==> config.mk <==
export PLATFORM = sky130hd
export DESIGN_NAME = mem_access_unit
export DESIGN_NICKNAME = d
export VERILOG_FILES = /design/src/rtl/mem_access_unit.sv
export SDC_FILE = /design/constraint.sdc
export NUM_CORES = 1
export LEC_CHECK = 0
export BUFFER_PORTS_ARGS = -buffer_cell sky130_fd_sc_hd__buf_4
export CORE_AREA = 5 5 115 117
export DETAILED_ROUTE_END_ITERATION = 8
export DIE_AREA = 0 0 120 122
export GPL_TIMING_DRIVEN = 0
export PLACE_DENSITY = 0.56
export SLEW_MARGIN = 15
export SYNTH_ARGS = -nofsm -noshare
export SYNTH_HDL_FRONTEND = slang
export SYNTH_SLANG_ARGS = --single-unit
export TNS_END_PERCENT = 30
==> constraint.sdc <==
create_clock -name clk -period 3.2 [get_ports clk]
set_input_delay 0.16 -clock clk [delete_from_list [all_inputs] [get_ports clk]]
set_output_delay 0.16 -clock clk [all_outputs]
set_load 0.05 [all_outputs]
==> src/rtl/mem_access_unit.sv <==
// mem_access_unit
//   Initiator-side controller for memory_block. Accepts one load/store at a
//   time over a valid/ready handshake, holds the memory strobes for
//   MEM_LATENCY cycles, then returns a one-cycle response. Byte loads are
//   sign- or zero-extended; byte stores place the byte in write_data[7:0].
//
//   Optional feature macro: MEM_ALIGN_CHECK_EN
//     defined   : word requests with addr[1:0]!=0 skip the access and respond
//                 on the next cycle with rsp_error=1, rsp_data=0.
//     undefined : no alignment check, rsp_error is always 0.
//
//   Ports
//     clk, reset                    clock, synchronous active-high reset
//     req_valid/req_ready           request handshake
//     req_write/byte/signed         store, byte-access, byte-load sign-extend
//     req_addr, req_wdata           byte address, store data
//     rsp_valid/rsp_data/rsp_error  one-cycle response
//     address, write_data,
//     byteOperations, memRead,
//     memWrite                      registered memory-side strobes
//     read_data                     memory read data
module mem_access_unit #(
    parameter int MEM_LATENCY = 1,
    parameter int ADDR_W      = 18
) (
    input  logic              clk,
    input  logic              reset,
    input  logic              req_valid,
    output logic              req_ready,
    input  logic              req_write,
    input  logic              req_byte,
    input  logic              req_signed,
    input  logic [ADDR_W-1:0] req_addr,
    input  logic [31:0]       req_wdata,
    output logic              rsp_valid,
    output logic [31:0]       rsp_data,
    output logic              rsp_error,
    output logic [ADDR_W-1:0] address,
    output logic [31:0]       write_data,
    output logic              byteOperations,
    output logic              memRead,
    output logic              memWrite,
    input  logic [31:0]       read_data
);

    localparam int CNT_W = (MEM_LATENCY > 1) ? $clog2(MEM_LATENCY) : 1;

    typedef enum logic [1:0] {S_IDLE, S_ACCESS, S_DONE} state_t;

    state_t           r_state, w_state_nxt;
    logic [CNT_W-1:0] r_cnt, w_cnt_nxt;
    logic             r_write, r_byte, r_signed;
    logic             w_accept, w_misalign;
    logic             w_rd_nxt, w_wr_nxt;
    logic             w_rsp_valid_nxt, w_rsp_error_nxt;
    logic [31:0]      w_rsp_data_nxt, w_ext;

    assign req_ready = (r_state == S_IDLE) & ~reset;
    assign w_accept  = req_valid & req_ready;

`ifdef MEM_ALIGN_CHECK_EN
    // Byte accesses may target any byte lane; only word accesses are checked.
    assign w_misalign = ~req_byte & (req_addr[1:0] != 2'b00);
`else
    assign w_misalign = 1'b0;
`endif

    // Load result formatting uses the fields latched at acceptance.
    assign w_ext = r_byte ? {{24{r_signed & read_data[7]}}, read_data[7:0]}
                          : read_data;

    always_comb begin
        w_state_nxt     = r_state;
        w_cnt_nxt       = r_cnt;
        w_rd_nxt        = 1'b0;
        w_wr_nxt        = 1'b0;
        w_rsp_valid_nxt = 1'b0;
        w_rsp_error_nxt = 1'b0;
        w_rsp_data_nxt  = '0;
        case (r_state)
            S_IDLE: begin
                if (w_accept) begin
                    w_cnt_nxt = CNT_W'(MEM_LATENCY - 1);
                    if (w_misalign) begin
                        // Rejected access: respond next cycle, no strobes.
                        w_state_nxt     = S_DONE;
                        w_rsp_valid_nxt = 1'b1;
                        w_rsp_error_nxt = 1'b1;
                    end else begin
                        w_state_nxt = S_ACCESS;
                        w_rd_nxt    = ~req_write;
                        w_wr_nxt    = req_write;
                    end
                end
            end
            S_ACCESS: begin
                if (r_cnt == '0) begin
                    // Last access edge: read_data is sampled here.
                    w_state_nxt     = S_DONE;
                    w_rsp_valid_nxt = 1'b1;
                    w_rsp_data_nxt  = r_write ? 32'h0 : w_ext;
                end else begin
                    w_cnt_nxt = r_cnt - CNT_W'(1);
                    w_rd_nxt  = ~r_write;
                    w_wr_nxt  = r_write;
                end
            end
            S_DONE:  w_state_nxt = S_IDLE;
            default: w_state_nxt = S_IDLE;
        endcase
    end

    always_ff @(posedge clk) begin
        if (reset) begin
            r_state <= S_IDLE;
            r_cnt   <= '0;
        end else begin
            r_state <= w_state_nxt;
            r_cnt   <= w_cnt_nxt;
        end
    end

    always_ff @(posedge clk) begin
        if (reset) begin
            r_write        <= 1'b0;
            r_byte         <= 1'b0;
            r_signed       <= 1'b0;
            address        <= '0;
            write_data     <= '0;
            byteOperations <= 1'b0;
            memRead        <= 1'b0;
            memWrite       <= 1'b0;
            rsp_valid      <= 1'b0;
            rsp_data       <= '0;
            rsp_error      <= 1'b0;
        end else begin
            memRead   <= w_rd_nxt;
            memWrite  <= w_wr_nxt;
            rsp_valid <= w_rsp_valid_nxt;
            rsp_data  <= w_rsp_data_nxt;
            rsp_error <= w_rsp_error_nxt;
            // Memory-side fields only change at acceptance, so they stay
            // stable for the whole access regardless of req_* activity.
            if (w_accept) begin
                r_write        <= req_write;
                r_byte         <= req_byte;
                r_signed       <= req_signed;
                address        <= req_addr;
                byteOperations <= req_byte;
                write_data     <= ~req_write ? 32'h0 :
                                  req_byte   ? {24'h0, req_wdata[7:0]} : req_wdata;
            end
        end
    end

endmodule

Word-level counts from Yosys, hierarchy flattened
Index checks and enable logic that the tools add are counted.
W data, S select, Z words.
- equal/unequal tests: 3
- add/sub/neg operators: 1
- mux-type cells: 16
- bitwise operators: 7
- reductions and logical operators: 6
- operators with widths (operator ; number):
    $mux W32 ; 3
    $mux W1 ; 7
    $pmux W1 S2 ; 3
    $mux W2 ; 2
    $ne A2 B2 Y1 const B ; 2
    $not A1 Y1 ; 4
    $pmux W2 S2 ; 1
    $reduce_and A2 Y1 ; 2
    $reduce_or A4 Y1 ; 1
    $and A1 B1 Y1 ; 3
    $eq A2 B1 Y1 const B ; 1
    $logic_not A2 Y1 ; 1
    $reduce_bool A2 Y1 ; 1
    $reduce_or A2 Y1 ; 1
    $sub A1 B1 Y1 const B ; 1
- word-level logic and storage cells: 44
- register bits: 91
- bits of input ports: 88

Longest topological paths before layout
Gate-level depths: netlist of the first run.
- depth in word-level cells: 5
- mapped depth: 5

Least setup slack after synthesis of the first run
OpenSTA, ideal clock, no wires.
- path type: input port to output port
- from: input reset
- to: output req_ready
- setup slack: 1.517 ns
- buffers on the path: 2
- cell stages on the path: 3
- data arrival time: 1.523 ns
- cell sequence: buf_2 -> clkbuf_1 -> nor3_1
- word-level cells in the longest chain between the ends: 2
- RTL lines (item ; RTL line ; RTL):
    start, declared ; 27 ; input logic reset,
    $not A1 Y1 ; 58 ; assign req_ready = (r_state == S_IDLE) & ~reset;
    $and A1 B1 Y1 ; 58 ;
    end, declared ; 29 ; output logic req_ready,
Every way passes these cells.

Final worst setup path of the first run
- from: register r_state[1]
- to: register address[8]
- word-level cells in the longest chain between the ends: 3
- RTL lines (item ; RTL line ; RTL):
    start, declared ; 50 ; state_t r_state, w_state_nxt;
    start signal, assigned ; 118 ; r_state <= w_state_nxt;
    $logic_not A2 Y1 ; 58 ;
    $and A1 B1 Y1 ; 58 ;
    $and A1 B1 Y1 ; 59 ; assign w_accept = req_valid & req_ready;
    end signal, assigned ; 148 ; address <= req_addr;
    end, declared ; 38 ; output logic [ADDR_W-1:0] address,
Every way passes these cells.
A chain may end at the register's enable or synchronous reset.

==> flow_summary.ini, run 1 <==
[status]
run_status = finished, final reports clean

[worst_setup_path]
crit_family = simple AND/OR/NAND/NOR gates
crit_type = register to register
worst-endpoint-arrival_ns = 1.87
cp.required_ns = 3.42
category_of_the_worst_setup_path_capture_point = register
critical_path.reg2reg.endpoint = address[8]
worst_r2r_path_depth = 4
regToRegSetupSlack_ns = 1.56
crit_path_start_kind = register
r2r_start = r_state[1]
worst-path-max-fanout = 10
critPathSlowestCell = or4b_4
crit_path_max_incr_delay_ns = 0.54
crit_chain = or4b_4, buf_6, buf_6, mux2_4
critPathMostFrequentCell = buf_6
worstPathBufferInverterCount = 2

[hold_path]
hold_end = rsp_data[1]
timing.hold.worst_path_depth = 2
holdCritStartpoint = read_data[1]
worstHoldPathType = input pin to register

[sta]
rsz0062_at_grt = no
final_max_slew_viol_count = 0
max_freq_ghz = 0.608
fin_crit_sh_pct = 51.4
slew-limit-headroom_pct = 58.0
worst_max_slew_pin_slew_ns = 0.629
final.hold.worst_slack_ns = 0.0237
shortest_period_the_worst_path_allows_ns = 1.64
setup_viol = 0
finClkSkew_ns = 0.00640
totalNegativeSetupSlack_ns = 0
finalHoldViolations = 0

[route]
vias = 2898
wirelength_um = 10000
routed_length_per_placed_instance_um = 15.1
post_drt_via_cell_ratio = 4.36
drt_pre_antenna_iters = 4
drtAntennaViolNets = 0
drc_errors = 0
drt_iter0_drc = 112

[layout]
most_common_cell_after_layout_fill_and_taps_aside = buf_4
final_cell_mix = buf_4, dfxtp_1, nand2b_1
number_of_nets_in_the_layout = 597
number_of_fill_cells_in_the_layout = 1222
insertedDiodeCount = 0
synthToLayoutAreaGrowth_pct = 51.4
post_route_cells_drive_above_1_share_pct = 42.8
finalInstanceArea_mm2 = 0.00535

[clocking]
hold_buffers = 0
clock_path_buffers = 2
cts_inserted_buffers = 9
cts_resized = 0
htreeDepth = 3
cts_tree = built
clk_root_buffer_cell = clkbuf_16
clk_latency_ns = 0.34
post_cts_buffers = 0
clock_sinks = 90
path_clk_slew_ns = 0.06

[global_route]
grt_max_degree = 15
first_global_vias = 3047
initial_antenna_violation_count = 0
grt-busiest-layer = met2
globalRouteTotalUtil_pct = 13.4
overflow_after_grt = 0
globalRouteMet2Util_pct = 21.9
grt_use_met1_pct = 16.3
global_route_wire_length_before_repair_um = 15500
groute.layer.met3.usage_pct = 3.90

[floorplan]
fp.dieArea_mm2 = 0.0146
placeable_core_region_mm2 = 0.0123
die_width_um = 120
die_height_um = 122
num_io_pins = 176
placementRows = 41
starting_density_of_the_core_pct = 28.8

[power_and_ir_drop]
p_per_area_mw_per_mm2 = 515
total_leakage_power_nw = 2.59
power.ir.vdd_worst_mv = 0.209

[place]
dpl_cell_area_mm2 = 0.00502
place.gp.congestion = 0.699
place_hpwl_um = 7610
port_buffers = 174

[logic_synthesis]
synth_top_cell_by_area = dfxtp_1
synthesis.yosys.warnings = 0
ys_seq_elements = 90
synth.top_cells.by_area = dfxtp_1, nand2b_1, mux2i_1, or4bb_1, mux2_2
synth.avg_cell_area_um2 = 10.9
synthCells = 324
synth.net_count = 412
yosysTopAreaCellShare_pct = 51.0
netlist_cell_types = 23
synth.cell_area_mm2 = 0.00353
synth_sequential_area_ratio_pct = 51.0

[run]
max_cap_viol_count = 0
[how the worst max path moves through the flow]
stage,endpoint,slack [ns],startpoint,cells after the start
after detailed placement,rsp_data[0],1.52,reset,4
final,address[8],1.56,r_state[1],4
after global placement,rsp_data[2],1.57,reset,4
after floorplan,req_ready,1.52,reset,3
after CTS,address[11],1.55,r_state[0],4
after global routing,address[8],1.50,r_state[0],4
[registers in the layout, indices dropped and copies added, names as in the netlist]
| signal | count |
|---|---|
| r_state | 2 |
| r_byte | 1 |
| rsp_data | 32 |
| write_data | 32 |
| r_write | 1 |
| rsp_valid | 1 |
| r_signed | 1 |
| memWrite | 1 |
| address | 18 |
| memRead | 1 |
[synthesized netlist by cell type]
cell type,count
a21oi_1,24
and2_1,8
buf_2,5
buf_4,1
buf_6,2
clkbuf_1,20
conb_1,1
dfxtp_1,90
inv_1,2
mux2_2,16
mux2_4,4
mux2i_1,33
nand2_1,8
nand2b_1,57
nand3_1,1
nor2_1,2
nor2b_1,20
nor3_1,1
nor3b_1,2
nor4b_1,1
or4b_1,1
or4b_4,1
or4bb_1,24
[final cells by class]
class / instances / area, um2 / share of cell area (%)
Multi-Input combinational cell: 204 / 1600 / 29.9
Clock inverter: 4 / 48.8 / 0.913
Timing Repair Buffer: 174 / 1310 / 24.4
Sequential cell: 90 / 1800 / 33.7
Tap cell: 150 / 188 / 3.51
Inverter: 2 / 7.51 / 0.140
Clock buffer: 12 / 267 / 4.98
Buffer: 28 / 130 / 2.43
[where the power goes]
| group | internal (mW) | total (mW) | switching, mW | leakage [nW] |
|---|---|---|---|---|
| logic | 0.205 | 0.463 | 0.258 | 1.70 |
| registers | 1.16 | 1.19 | 0.0225 | 0.732 |
| clock network | 0.668 | 1.10 | 0.435 | 0.159 |
| total | 2.04 | 2.75 | 0.716 | 2.59 |
[through the flow]
stage          instances  util [%]  total power [mW]  worst slack (ns)
4_1_cts              664      43.6              2.80              1.55
3_3_place_gp         648      41.0              1.67              1.57
2_1_floorplan        324         -              1.49              1.52
3_5_place_dp         648      41.0              1.68              1.52
5_1_grt              664      43.6              2.89              1.50
6_report             664      43.6              2.75              1.56
[layer usage]
metal | wire [um] | vias up
li1 | - | 1464
met1 | 4290 | 1331
met2 | 4860 | 89
met3 | 622 | 14
met4 | 238 | 0
met5 | 0 | -
[cell families (layout without fill, tap and decap cells)]
group	after synthesis	in the layout	synth area share, %
compound gates	24	24	3.40
simple gates	126	126	25.4
buf+inv	30	220	3.90
flops	90	90	51.0
other cells	1	1	0.106
mux	53	53	16.2
No activity file was read; power rests on OpenSTA's default activity.
==> run 2: changes to the inputs <==
Clock period 3.2 ns to 1.7 ns, I/O delays scaled along.
==> run 2 against run 1 <==
Against the previous run: power increased by 91%; flip-flop and latch count unchanged; final cell count increased by 6.3%; clock skew about the same; routed wire length increased by 5.2%; cell area increased by 7.9%; global-route usage increased by 0.72 points; fmax increased by 0.18%; sequential power increased by 87%; critical path type unchanged; highest routed layer unchanged.
==> flow_summary.ini, run 2 (synthesis gave the netlist of run 1 again) <==
[route]
vias = 3077
routed_length_per_placed_instance_um = 14.9
wirelength_um = 10500
drc_errors = 0
drt_pre_antenna_iters = 4
drt_iter0_drc = 109
drtAntennaViolNets = 0
post_drt_via_cell_ratio = 4.36

[worst_setup_path]
startpoint = r_state[0]
crit_path_start_kind = register
worst_r2r_path_depth = 4
cp.required_ns = 1.92
critical_path.reg2reg.endpoint = address[11]
r2r_start = r_state[0]
worst-path-max-fanout = 10
termination_of_the_worst_setup_path = address[11]
crit_type = register to register
category_of_the_worst_setup_path_capture_point = register
worst-endpoint-arrival_ns = 1.87
regToRegSetupSlack_ns = 0.06

[layout]
number_of_nets_in_the_layout = 639
final_cell_mix = buf_4, dfxtp_1, nand2b_1
insertedDiodeCount = 0
synthToLayoutAreaGrowth_pct = 63.4
most_common_cell_after_layout_fill_and_taps_aside = buf_4
number_of_fill_cells_in_the_layout = 1168
largest_registers = rsp_data (32), write_data (32), address (18)
post_route_cells_drive_above_1_share_pct = 39.7
finalInstanceArea_mm2 = 0.00577
post-route-util_pct = 47.0

[clocking]
cts_tree = built
clock_path_buffers = 2
clk_latency_ns = 0.34
clock_sinks = 90
post_cts_buffers = 0
path_clk_slew_ns = 0.07
htreeDepth = 3
cts_inserted_buffers = 9
clk_root_buffer_cell = clkbuf_16

[power_and_ir_drop]
power.share.switching_pct = 26.0
combPwrFrac_pct = 18.1
report.power.total_mw = 5.27
cell_internal_pwr_mw = 3.90
power.share.sequential_pct = 42.4
clkPwrFrac_pct = 39.5
switchingPower_mw = 1.37
p_per_area_mw_per_mm2 = 913
power.ir.vdd_worst_mv = 0.429
total_leakage_power_nw = 2.77

[floorplan]
die_width_um = 120
starting_density_of_the_core_pct = 28.8
fp.dieArea_mm2 = 0.0146
die_height_um = 122
placementRows = 41
num_io_pins = 176
placeable_core_region_mm2 = 0.0123

[place]
place_hpwl_um = 7610
dpl_cell_area_mm2 = 0.00502
place.gp.congestion = 0.699
port_buffers = 174

[sta]
slew-limit-headroom_pct = 60.9
worst_max_slew_pin_slew_ns = 0.585
rsz0062_at_grt = no
max_freq_ghz = 0.609
finClkSkew_ns = 0.00608
shortest_period_the_worst_path_allows_ns = 1.64
finalHoldViolations = 0
totalNegativeSetupSlack_ns = 0
final_max_slew_viol_count = 0
fin_crit_sh_pct = 96.6
setup_viol = 0

[global_route]
grt_max_degree = 15
global_route_wire_length_before_repair_um = 16500
first_global_vias = 3244
initial_antenna_violation_count = 0
overflow_after_grt = 0
globalRouteTotalUtil_pct = 14.1

[status]
run_status = finished, final reports clean

[hold_path]
holdCritStartpoint = read_data[16]
worstHoldPathType = input pin to register

[run]
max_cap_viol_count = 0
[run 2: changes by cell type in the layout (fill, tap and decap cells not counted), sizes merged]
cell         change
dlygate4sd3     +42
[run 2: worst min path at each step]
| stage | to | slack [ns] | cells after the start |
|---|---|---|---|
| after floorplan | rsp_data[0] | 0.21 | 1 |
| after global placement | rsp_data[1] | 0.29 | 2 |
| after detailed placement | rsp_data[1] | 0.29 | 2 |
| after CTS | write_data[0] | 0.0009 | 3 |
| after global routing | rsp_data[29] | 0.003 | 3 |
| final | rsp_data[16] | 0.02 | 3 |
[run 2: critical path: stages (launching register included)]
cell     delay, ns
dfxtp_1       0.35
or4b_4        0.55
buf_6         0.17
buf_6         0.16
mux2_4        0.30
[run 2: through the flow]
| stage | setup slack (ns) | std cells | hold slack [ns] |
|---|---|---|---|
| 5_1_grt | 0.00491 | 706 | 0.00333 |
| 2_1_floorplan | 0.153 | 324 | 0.207 |
| 4_1_cts | 0.0484 | 706 | 0.000942 |
| 6_report | 0.0582 | 706 | 0.0156 |
| 3_3_place_gp | 0.0752 | 648 | 0.292 |
| 3_5_place_dp | 0.0654 | 648 | 0.293 |
[run 2: what timing repair did]
item | 4_1_cts | 5_1_grt
hold buffers | 42 | 0
gates resized for setup | 0 | 2
endpoints found under the setup margin | 0 | 1
endpoints found under the hold margin | 42 | 0
[run 2: area by class of cell]
type	count	area (um2)	area share, %
clock buffer	12	267	4.62
buffer	28	131	2.28
timing repair buffer	216	1730	29.9
clock inverter	4	48.8	0.846
multi-input combinational	204	1600	27.7
tap	150	188	3.25
sequential	90	1800	31.2
inverter	2	7.51	0.130
[run 2: power by group through the flow]
| stage | clock network [mW] | logic (mW) | registers [mW] |
|---|---|---|---|
| floorplan | 0 | 0.271 | 2.54 |
| global placement | 0 | 0.874 | 2.28 |
| detailed placement | 0 | 0.880 | 2.28 |
| CTS | 2.16 | 0.961 | 2.23 |
| global route | 2.27 | 1.01 | 2.24 |
| finish | 2.08 | 0.953 | 2.23 |
[run 2: metal layers]
metal	vias up	global-route usage, %	part of all wire (%)
met1	1426	17.0	42
met5	-	0	0
met2	92	24.1	50
met3	10	3.67	5.9
met4	0	5.58	1.6
li1	1549	-	-
==> run 3: changes to the inputs <==
Settings changed: CELL_PAD_IN_SITES_DETAIL_PLACEMENT set to 1, CELL_PAD_IN_SITES_GLOBAL_PLACEMENT set to 1, PLACE_DENSITY 0.56 to 0.71.
==> run 3 against run 2 <==
Against the previous run: global-route usage increased by 0.50 points; largest power group is now clock; clock-buffer cell count decreased by 1; non-clock buffer count decreased by 14; critical path type unchanged; fmax decreased by 0.35%; combinational power decreased by 2%; first-iteration DRC count decreased by 2.8%.
==> flow_summary.ini, run 3 (synthesis gave the netlist of run 1 again) <==
[layout]
post_route_cells_drive_above_1_share_pct = 40.6
count_of_non_filler_cells_in_the_finished_layout = 692
most_common_cell_after_layout_fill_and_taps_aside = buf_4
number_of_nets_in_the_layout = 625
post-route-util_pct = 46.1
finalInstanceArea_mm2 = 0.00565
insertedDiodeCount = 0
largest_registers = rsp_data (32), write_data (32), address (18)
final_cell_mix = buf_4, dfxtp_1, nand2b_1
synthToLayoutAreaGrowth_pct = 60.0

[floorplan]
num_io_pins = 176
placeable_core_region_mm2 = 0.0123
placementRows = 41
starting_density_of_the_core_pct = 28.8
die_height_um = 122
fp.dieArea_mm2 = 0.0146
die_width_um = 120

[worst_setup_path]
crit_path_start_kind = register
category_of_the_worst_setup_path_capture_point = register
crit_chain = or4b_4, buf_6, buf_6, mux2_4
cp.required_ns = 1.92
worstPathBufferInverterCount = 2
crit_family = simple AND/OR/NAND/NOR gates
critPathMostFrequentCell = buf_6
worst-path-max-fanout = 10
crit_type = register to register
critPathSlowestCell = or4b_4
crit_path_max_incr_delay_ns = 0.54
worst-endpoint-arrival_ns = 1.87

[route]
wirelength_um = 11100
drt_pre_antenna_iters = 4
vias = 3083
routed_length_per_placed_instance_um = 16.0
drtAntennaViolNets = 0
drc_errors = 0
drt_iter0_drc = 106
post_drt_via_cell_ratio = 4.46

[sta]
worst_max_slew_pin_slew_ns = 0.692
finClkSkew_ns = 0.00501
postLayoutSetupSlackWorst_ns = 0.0524
fin_crit_sh_pct = 96.9
slew-limit-headroom_pct = 53.7
setup_viol = 0
final_max_slew_viol_count = 0
max_freq_ghz = 0.607
finalHoldViolations = 0
rsz0062_at_grt = no
totalNegativeSetupSlack_ns = 0
final.hold.worst_slack_ns = 0.0115
shortest_period_the_worst_path_allows_ns = 1.65

[clocking]
htreeDepth = 3
path_clk_slew_ns = 0.07
cts_inserted_buffers = 9
clock_sinks = 90
clk_root_buffer_cell = clkbuf_16
clock_path_buffers = 2
post_cts_buffers = 0
clk_latency_ns = 0.33
cts_tree = built

[status]
run_status = finished, final reports clean

[global_route]
overflow_after_grt = 0
grt_max_degree = 15
initial_antenna_violation_count = 0
globalRouteTotalUtil_pct = 14.6
global_route_wire_length_before_repair_um = 17000
first_global_vias = 3295

[hold_path]
worstHoldPathType = input pin to register

[place]
pre_cts_slack_ns = -0.0111
place_hpwl_um = 8250
place.gp.congestion = 0.710
port_buffers = 174
dpl_cell_area_mm2 = 0.00502
placed_cells_incl_taps = 648

[run]
max_cap_viol_count = 0

[power_and_ir_drop]
p_per_area_mw_per_mm2 = 963
report.power.total_mw = 5.44
power.ir.vdd_worst_mv = 0.399
total_leakage_power_nw = 2.71
[run 3: cell types whose count changed in the layout (fill, tap and decap cells not counted), sizes merged]
| cell | delta |
|---|---|
| dlygate4sd3 | -14 |
| clkinv | -2 |
| clkbuf | -1 |
| clkinvlp | +1 |
| bufinv | +2 |
[run 3: area by class of cell]
type | count | area [um2]
Sequential cell | 90 | 1800
Tap cell | 150 | 188
Buffer | 28 | 131
Inverter | 2 | 7.51
Timing Repair Buffer | 202 | 1590
Multi-Input combinational cell | 204 | 1600
Clock buffer | 11 | 233
Fill cell | 1343 | 6610
Clock inverter | 5 | 103
[run 3: layer usage]
metal  share of wire [%]  track usage (%)  vias up
li1                    -                -     1520
met1                  41             16.7     1462
met2                  52             26.0       90
met3                 5.4             3.95       11
met4                 1.5             5.65        0
met5                   0                0        -
[run 3: where the power goes]
part | leakage, nW | internal [mW] | total (mW) | switching (mW)
clock | 0.160 | 1.44 | 2.27 | 0.832
sequential | 0.733 | 2.19 | 2.23 | 0.0431
combinational | 1.82 | 0.428 | 0.934 | 0.507
[run 3: what timing repair did]
action | in CTS | in global routing
setup endpoints to repair | 8 | 5
gates resized for setup | 1 | 3
hold buffers | 28 | 0
hold endpoints to repair | 28 | 0
[run 3: worst paths after layout]
check | from | to | slack [ns] | cells past startpoint
hold / removal | read_data[28] | rsp_data[28] | 0.01 | 3
hold reg to reg | write_data[10] | write_data[10] | 0.48 | 2
setup reg to reg | r_state[1] | address[10] | 0.05 | 4
setup / recovery | r_state[1] | address[10] | 0.05 | 4
[run 3: worst reg2reg max path, stage by stage (launching register included)]
cell and delay [ns]:
dfxtp_1 0.36, or4b_4 0.54, buf_6 0.17, buf_6 0.16
mux2_4 0.30
